==> src/rtl/conf_int_mul__apx_pipe__w_wrapper_if.sv <==
// Operand/result bundle for the approximate multiplier wrapper.
// The master drives the operands and the result-side ready; the slave (the multiplier)
// drives the results and the operand-side ready.
interface conf_int_mul__apx_pipe__w_wrapper_if #(
  parameter int unsigned DATA_PATH_BITWIDTH__A = 24,
  parameter int unsigned DATA_PATH_BITWIDTH__B = 24
);
  logic                             in_valid;
  logic                             in_ready;
  logic [DATA_PATH_BITWIDTH__A-1:0] A_in_to_wrapper;
  logic [DATA_PATH_BITWIDTH__B-1:0] B_in_to_wrapper;
  logic [1:0]                       apx_lvl;
  logic [2:0]                       state_in_to_wrapper;
  logic                             out_valid;
  logic                             out_ready;
  logic [31:0]                      P;
  logic [2:0]                       state_out_of_wrapper;
  logic                             sat_flag;
  logic [15:0]                      op_cnt;

  modport master (
    output in_valid, A_in_to_wrapper, B_in_to_wrapper, apx_lvl, state_in_to_wrapper, out_ready,
    input  in_ready, out_valid, P, state_out_of_wrapper, sat_flag, op_cnt
  );

  modport slave (
    input  in_valid, A_in_to_wrapper, B_in_to_wrapper, apx_lvl, state_in_to_wrapper, out_ready,
    output in_ready, out_valid, P, state_out_of_wrapper, sat_flag, op_cnt
  );
endinterface

==> src/rtl/conf_int_mul__apx_pipe__w_wrapper.sv <==
// Configurable-precision signed multiplier with a globally stalled pipeline.
// Stages: operand register, MUL_STAGES product registers, then a windowed/saturated
// output register. A 3-bit tag rides alongside each operation.
module conf_int_mul__apx_pipe__w_wrapper #(
  parameter int unsigned OP_BITWIDTH           = 16,
  parameter int unsigned DATA_PATH_BITWIDTH__A = 24,
  parameter int unsigned DATA_PATH_BITWIDTH__B = 24,
  parameter int unsigned MUL_STAGES            = 2,
  parameter int unsigned TRUNC_STEP            = 4,
  parameter int unsigned OUT_LSB               = 6,
  parameter int unsigned SAT                   = 1
) (
  input logic clk,
  input logic rstN,
  conf_int_mul__apx_pipe__w_wrapper_if.slave bus
);

  localparam int unsigned WA     = DATA_PATH_BITWIDTH__A;
  localparam int unsigned WB     = DATA_PATH_BITWIDTH__B;
  localparam int unsigned PW     = WA + WB;
  localparam int unsigned WinTop = OUT_LSB + 31;
  // Wide enough to hold both the product and the window top bit.
  localparam int unsigned EW     = (PW > WinTop + 1) ? PW : WinTop + 1;

  logic                 adv;
  logic [31:0]          trunc_bits;
  logic [WA-1:0]        a_mask;
  logic [WB-1:0]        b_mask;
  logic signed [EW-1:0] ext;
  logic                 ovf;
  logic [31:0]          p_win;

  logic signed [WA-1:0] a_q, a_d;
  logic signed [WB-1:0] b_q, b_d;
  logic                 v0_q, v0_d;
  logic [2:0]           tag0_q, tag0_d;

  logic signed [PW-1:0] prod_q [MUL_STAGES];
  logic signed [PW-1:0] prod_d [MUL_STAGES];
  logic [2:0]           ptag_q [MUL_STAGES];
  logic [2:0]           ptag_d [MUL_STAGES];
  logic [MUL_STAGES-1:0] pv_q, pv_d;

  logic        ov_q, ov_d;
  logic [31:0] p_q, p_d;
  logic [2:0]  otag_q, otag_d;
  logic        sat_q, sat_d;
  logic [15:0] cnt_q, cnt_d;

  // Operand masking, output windowing/saturation and pipeline next-state.
  always_comb begin
    adv = ~ov_q | bus.out_ready;

    // Zeroed LSB count is capped at the operator precision.
    trunc_bits = 32'(bus.apx_lvl) * TRUNC_STEP;
    if (trunc_bits > OP_BITWIDTH) trunc_bits = OP_BITWIDTH;
    a_mask = {WA{1'b1}} << trunc_bits;
    b_mask = {WB{1'b1}} << trunc_bits;

    ext   = prod_q[MUL_STAGES-1];
    // Overflow when the bits from the window top upward are not a pure sign extension.
    ovf   = (SAT != 0) && !((&ext[EW-1:WinTop]) || ~(|ext[EW-1:WinTop]));
    p_win = ovf ? (ext[EW-1] ? 32'h8000_0000 : 32'h7FFF_FFFF) : ext[WinTop:OUT_LSB];

    a_d    = a_q;
    b_d    = b_q;
    v0_d   = v0_q;
    tag0_d = tag0_q;
    prod_d = prod_q;
    ptag_d = ptag_q;
    pv_d   = pv_q;
    ov_d   = ov_q;
    p_d    = p_q;
    otag_d = otag_q;
    sat_d  = sat_q;

    if (adv) begin
      v0_d   = bus.in_valid;
      a_d    = bus.A_in_to_wrapper & a_mask;
      b_d    = bus.B_in_to_wrapper & b_mask;
      tag0_d = bus.state_in_to_wrapper;

      prod_d[0] = a_q * b_q;
      ptag_d[0] = tag0_q;
      pv_d[0]   = v0_q;
      for (int i = 1; i < MUL_STAGES; i++) begin
        prod_d[i] = prod_q[i-1];
        ptag_d[i] = ptag_q[i-1];
        pv_d[i]   = pv_q[i-1];
      end

      ov_d   = pv_q[MUL_STAGES-1];
      p_d    = p_win;
      otag_d = ptag_q[MUL_STAGES-1];
      sat_d  = ovf;
    end

    cnt_d = cnt_q;
    if (ov_q && bus.out_ready && (cnt_q != 16'hFFFF)) cnt_d = cnt_q + 16'd1;
  end

  // State registers; reset discards everything in flight.
  always_ff @(posedge clk or negedge rstN) begin
    if (!rstN) begin
      a_q    <= '0;
      b_q    <= '0;
      v0_q   <= 1'b0;
      tag0_q <= '0;
      for (int i = 0; i < MUL_STAGES; i++) begin
        prod_q[i] <= '0;
        ptag_q[i] <= '0;
      end
      pv_q   <= '0;
      ov_q   <= 1'b0;
      p_q    <= '0;
      otag_q <= '0;
      sat_q  <= 1'b0;
      cnt_q  <= '0;
    end else begin
      a_q    <= a_d;
      b_q    <= b_d;
      v0_q   <= v0_d;
      tag0_q <= tag0_d;
      prod_q <= prod_d;
      ptag_q <= ptag_d;
      pv_q   <= pv_d;
      ov_q   <= ov_d;
      p_q    <= p_d;
      otag_q <= otag_d;
      sat_q  <= sat_d;
      cnt_q  <= cnt_d;
    end
  end

  assign bus.in_ready             = adv;
  assign bus.out_valid            = ov_q;
  assign bus.P                    = p_q;
  assign bus.state_out_of_wrapper = otag_q;
  assign bus.sat_flag             = sat_q;
  assign bus.op_cnt               = cnt_q;

endmodule

==> src/flat_wrapper.sv <==
// flat-port wrapper written by rule: the top's interface ports become plain ports
module conf_int_mul__apx_pipe__w_wrapper_flat 
#(
  parameter int unsigned OP_BITWIDTH           = 16,
  parameter int unsigned DATA_PATH_BITWIDTH__A = 24,
  parameter int unsigned DATA_PATH_BITWIDTH__B = 24,
  parameter int unsigned MUL_STAGES            = 2,
  parameter int unsigned TRUNC_STEP            = 4,
  parameter int unsigned OUT_LSB               = 6,
  parameter int unsigned SAT                   = 1
)
  (clk, rstN, bus_in_valid, bus_A_in_to_wrapper, bus_B_in_to_wrapper, bus_apx_lvl, bus_state_in_to_wrapper, bus_out_ready, bus_in_ready, bus_out_valid, bus_P, bus_state_out_of_wrapper, bus_sat_flag, bus_op_cnt);
  conf_int_mul__apx_pipe__w_wrapper_if #(.DATA_PATH_BITWIDTH__A(DATA_PATH_BITWIDTH__A), .DATA_PATH_BITWIDTH__B(DATA_PATH_BITWIDTH__B)) bus_i ();
  input logic clk;
  input logic rstN;
  input wire logic [$bits(bus_i.in_valid)-1:0] bus_in_valid;
  input wire logic [$bits(bus_i.A_in_to_wrapper)-1:0] bus_A_in_to_wrapper;
  input wire logic [$bits(bus_i.B_in_to_wrapper)-1:0] bus_B_in_to_wrapper;
  input wire logic [$bits(bus_i.apx_lvl)-1:0] bus_apx_lvl;
  input wire logic [$bits(bus_i.state_in_to_wrapper)-1:0] bus_state_in_to_wrapper;
  input wire logic [$bits(bus_i.out_ready)-1:0] bus_out_ready;
  output wire logic [$bits(bus_i.in_ready)-1:0] bus_in_ready;
  output wire logic [$bits(bus_i.out_valid)-1:0] bus_out_valid;
  output wire logic [$bits(bus_i.P)-1:0] bus_P;
  output wire logic [$bits(bus_i.state_out_of_wrapper)-1:0] bus_state_out_of_wrapper;
  output wire logic [$bits(bus_i.sat_flag)-1:0] bus_sat_flag;
  output wire logic [$bits(bus_i.op_cnt)-1:0] bus_op_cnt;
  assign bus_i.in_valid = bus_in_valid;
  assign bus_i.A_in_to_wrapper = bus_A_in_to_wrapper;
  assign bus_i.B_in_to_wrapper = bus_B_in_to_wrapper;
  assign bus_i.apx_lvl = bus_apx_lvl;
  assign bus_i.state_in_to_wrapper = bus_state_in_to_wrapper;
  assign bus_i.out_ready = bus_out_ready;
  assign bus_in_ready = bus_i.in_ready;
  assign bus_out_valid = bus_i.out_valid;
  assign bus_P = bus_i.P;
  assign bus_state_out_of_wrapper = bus_i.state_out_of_wrapper;
  assign bus_sat_flag = bus_i.sat_flag;
  assign bus_op_cnt = bus_i.op_cnt;
  conf_int_mul__apx_pipe__w_wrapper #(.OP_BITWIDTH(OP_BITWIDTH), .DATA_PATH_BITWIDTH__A(DATA_PATH_BITWIDTH__A), .DATA_PATH_BITWIDTH__B(DATA_PATH_BITWIDTH__B), .MUL_STAGES(MUL_STAGES), .TRUNC_STEP(TRUNC_STEP), .OUT_LSB(OUT_LSB), .SAT(SAT)) u_core (.clk(clk), .rstN(rstN), .bus(bus_i));
endmodule
==> config.mk <==
export PLATFORM = sky130hd
export DESIGN_NAME = conf_int_mul__apx_pipe__w_wrapper_flat
export DESIGN_NICKNAME = d
export VERILOG_FILES = /design/src/rtl/conf_int_mul__apx_pipe__w_wrapper_if.sv /design/src/rtl/conf_int_mul__apx_pipe__w_wrapper.sv /design/src/flat_wrapper.sv
export SDC_FILE = /design/constraint.sdc
export NUM_CORES = 2
export LEC_CHECK = 0
export ABC_AREA = 1
export CAP_MARGIN = 20
export CORE_UTILIZATION = 50
export DETAILED_ROUTE_END_ITERATION = 10
export GPL_TIMING_DRIVEN = 1
export PLACE_DENSITY = 0.74
export SETUP_SLACK_MARGIN = 0.2
export SYNTH_ARGS = -nofsm -noshare
export SYNTH_HDL_FRONTEND = slang
export SYNTH_SLANG_ARGS = --single-unit
==> constraint.sdc <==
create_clock -name clk -period 7.64 [get_ports clk]
set_input_delay 2.292 -clock clk [delete_from_list [all_inputs] [get_ports clk]]
set_output_delay 2.292 -clock clk [all_outputs]
set_load 0.01 [all_outputs]
==> flow_metrics.py <==
metrics = {
    "status": {
        "status": "finished, violations left",
        "failed_checks": "design-rule violations",
    },
    "job": {
        "cap_violations": 0,
    },
    "clocking": {
        "htree_levels": 4,
        "cts_hold_buf": 0,
        "cts-resized-gates": 0,
        "numCtsBuffers": 17,
        "cts_tree": "yes",
        "path_clk_slew_ns": 0.08,
        "clock_sinks": 197,
        "max-clock-path-buffers": 2,
        "insertion_delay_ns": 0.52,
        "cts-root-buf": "clkbuf_16",
        "cts_setup_buffers": 0,
    },
    "sta": {
        "finClkSkew_ns": 0.0238,
        "setup_tns_ns": 0,
        "drv_slew": 0,
        "rsz0062_at_grt": "no",
        "relSlewSlack_pct": 31.5,
        "min_period_ns": 7.01,
        "setup-violations-final": 0,
        "hold_violations": 0,
        "fin_ws_ns": 0.631,
        "max_freq_ghz": 0.143,
        "finalCritPeriodShare_pct": 91.7,
        "tightest_slew_ns": 1.03,
    },
    "worst_setup_path": {
        "endpoint": "u_core.prod_q[68]$_DFFE_PN0P_",
        "required_ns": 8.00,
        "crit_type": "flip-flop to flip-flop",
        "r2r_end": "u_core.prod_q[68]$_DFFE_PN0P_",
        "path_max_fanout": 13,
        "critPathLaunchType": "flip-flop",
        "worstPathArrival_ns": 7.37,
        "crit_start": "u_core.b_q[7]$_DFFE_PN0P_",
        "rr_worst_depth": 23,
        "crit_path_end_kind": "flip-flop",
        "r2r_start": "u_core.b_q[7]$_DFFE_PN0P_",
        "rrSetupSlack_ns": 0.63,
    },
    "floorplanning": {
        "die_height_um": 247,
        "die_w_um": 247,
        "start_util_pct": 50.7,
        "io_pins": 111,
        "row_count": 89,
        "die-area_sq_um": 61000,
        "coreArea_sq_um": 59100,
    },
    "route": {
        "post_drt_wl_per_cell_um": 17.0,
        "postRouteAntennaNets": 0,
        "vias": 23222,
        "dr.pass1.iters": 11,
        "drt_iter0_drc": 1729,
        "drc_errors": 6,
        "drt_wl_total_um": 77000,
        "vias_per_cell": 5.12,
    },
    "global_routing": {
        "grt_start_max_net_pins": 167,
        "antenna_found_initial": 0,
        "grt_pass1_vias": 24726,
        "overflow": 0,
        "grt_pass1_wl_um": 128000,
        "grt_util_all_layers_pct": 27.5,
    },
    "place": {
        "dp_hpwl_um": 62500,
        "gp_congestion": 0.941,
        "pre_cts_slack_ns": 0.684,
        "portBuffers": 110,
    },
    "cells_and_area": {
        "nets": 4546,
        "final_core_util_pct": 55.0,
        "most-common-layout-cells": "1101 x nand2_1, 989 x inv_1, 605 x fa_1, 196 x dfrtp_1, 144 x nor2_1",
        "antenna_cells": 0,
        "syn_to_final_growth_pct": 8.43,
        "layout_commonest_cell": "nand2_1",
        "final_layout_size_suffix_gt1_share_pct": 3.13,
    },
    "logic_synthesis": {
        "synth-edff-count": 0,
        "async_flop_share_pct": 100,
        "synth_seq_cells": 197,
        "avgSynthCellArea_sq_um": 8.03,
        "ys_types": 33,
        "synthFlopType": "dfrtp_1",
        "syn_area_sq_um": 30000,
        "yosysSeqAreaShare_pct": 16.4,
        "synth_warnings": 0,
        "synth_nets": 4530,
        "synthCells": 3736,
    },
    "hold_path": {
        "hold_path_class": "flip-flop to flip-flop",
    },
}
## layer usage
layer	part of all wire [%]	track usage, %
met1	41	36.0
met5	0	0
met3	6.3	3.52
met4	3.7	10.9
met2	49	46.4
## cells in the mapped netlist (8+ instances only)
cell type | count | area, sq um
nand2_1 | 1101 | 4130
clkbuf_1 | 162 | 608
o21ai_0 | 100 | 500
dfrtp_1 | 197 | 4930
nand2_2 | 11 | 68.8
nand3_1 | 67 | 335
nor2_1 | 145 | 544
xnor2_1 | 23 | 201
nor3_1 | 15 | 75.1
fa_1 | 606 | 12100
a21oi_1 | 90 | 450
inv_1 | 990 | 3720
xor2_1 | 18 | 158
o21ai_1 | 8 | 40.0
buf_2 | 12 | 60.1
nand4_1 | 15 | 93.8
ha_1 | 131 | 1640
## registers in the layout, indices dropped and copies added, names as in the netlist
register / cells
u_core.a_q: 24
u_core.bus.sat_flag: 1
u_core.bus.state_out_of_wrapper: 3
u_core.b_q: 24
u_core.bus.out_valid: 1
u_core.ext: 42
u_core.ptag_q: 6
u_core.v0_q: 1
u_core.bus.op_cnt: 16
u_core.pv_q: 2
u_core.prod_q: 42
u_core.tag0_q: 3
u_core.bus.P: 32
## critical path, cell delays in order (launching register included)
cell and delay, ns:
dfrtp_1 0.74, buf_4 0.33, nand2_1 0.07, inv_1 0.10, fa_1 0.46, fa_1 0.54, inv_1 0.05, fa_1 0.48
fa_1 0.51, inv_1 0.05, fa_1 0.52, fa_1 0.51, inv_1 0.07, fa_1 0.49, inv_1 0.05, ha_1 0.34
a21oi_1 0.28, o21ai_0 0.20, a21oi_1 0.28, nand2_2 0.17, nand2_1 0.10, nand2_1 0.11, xnor2_1 0.32, o21ai_1 0.10
## area by class of cell
type / count / area (sq um)
clock buffer: 17 / 425
sequential: 197 / 4930
multi-input combinational: 2374 / 20700
inverter: 990 / 3720
fill: 5319 / 26600
timing repair buffer: 172 / 1650
clock inverter: 15 / 141
tap: 773 / 967
## cell families (layout without fill, tap and decap cells)
group | after synthesis | in the layout | share of synthesized area [%]
buffers and inverters | 1165 | 1194 | 14.6
and+or+nand+nor | 1373 | 1373 | 17.9
adders and majority gates | 737 | 737 | 45.9
DFF | 197 | 197 | 16.4
xor gates and xnor gates | 41 | 41 | 1.20
AOI/OAI and AO/OA | 223 | 223 | 3.94
## through the flow
step | hold slack [ns] | area (sq um) | cells
floorplan | 0.420 | 30000 | 3736
global placement | 0.434 | 31900 | 4504
detailed placement | 0.437 | 31900 | 4504
CTS | 0.456 | 32500 | 4536
global route | 0.484 | 32500 | 4538
finish | 0.455 | 32500 | 4538
## worst min path at each step
stage | start | to | slack [ns] | cells past startpoint
4_1_cts | u_core.pv_q[1]$_DFFE_PN0P_ | u_core.bus.out_valid$_DFFE_PN0P_ | 0.46 | 2
6_report | u_core.pv_q[1]$_DFFE_PN0P_ | u_core.bus.out_valid$_DFFE_PN0P_ | 0.45 | 2
5_1_grt | u_core.pv_q[1]$_DFFE_PN0P_ | u_core.bus.out_valid$_DFFE_PN0P_ | 0.48 | 2
3_3_place_gp | u_core.pv_q[1]$_DFFE_PN0P_ | u_core.bus.out_valid$_DFFE_PN0P_ | 0.43 | 2
2_1_floorplan | u_core.pv_q[1]$_DFFE_PN0P_ | u_core.bus.out_valid$_DFFE_PN0P_ | 0.42 | 2
3_5_place_dp | u_core.pv_q[1]$_DFFE_PN0P_ | u_core.bus.out_valid$_DFFE_PN0P_ | 0.44 | 2
Power is not shown: default switching activity piles up to over one toggle a cycle in this logic, so the estimate is an artifact.
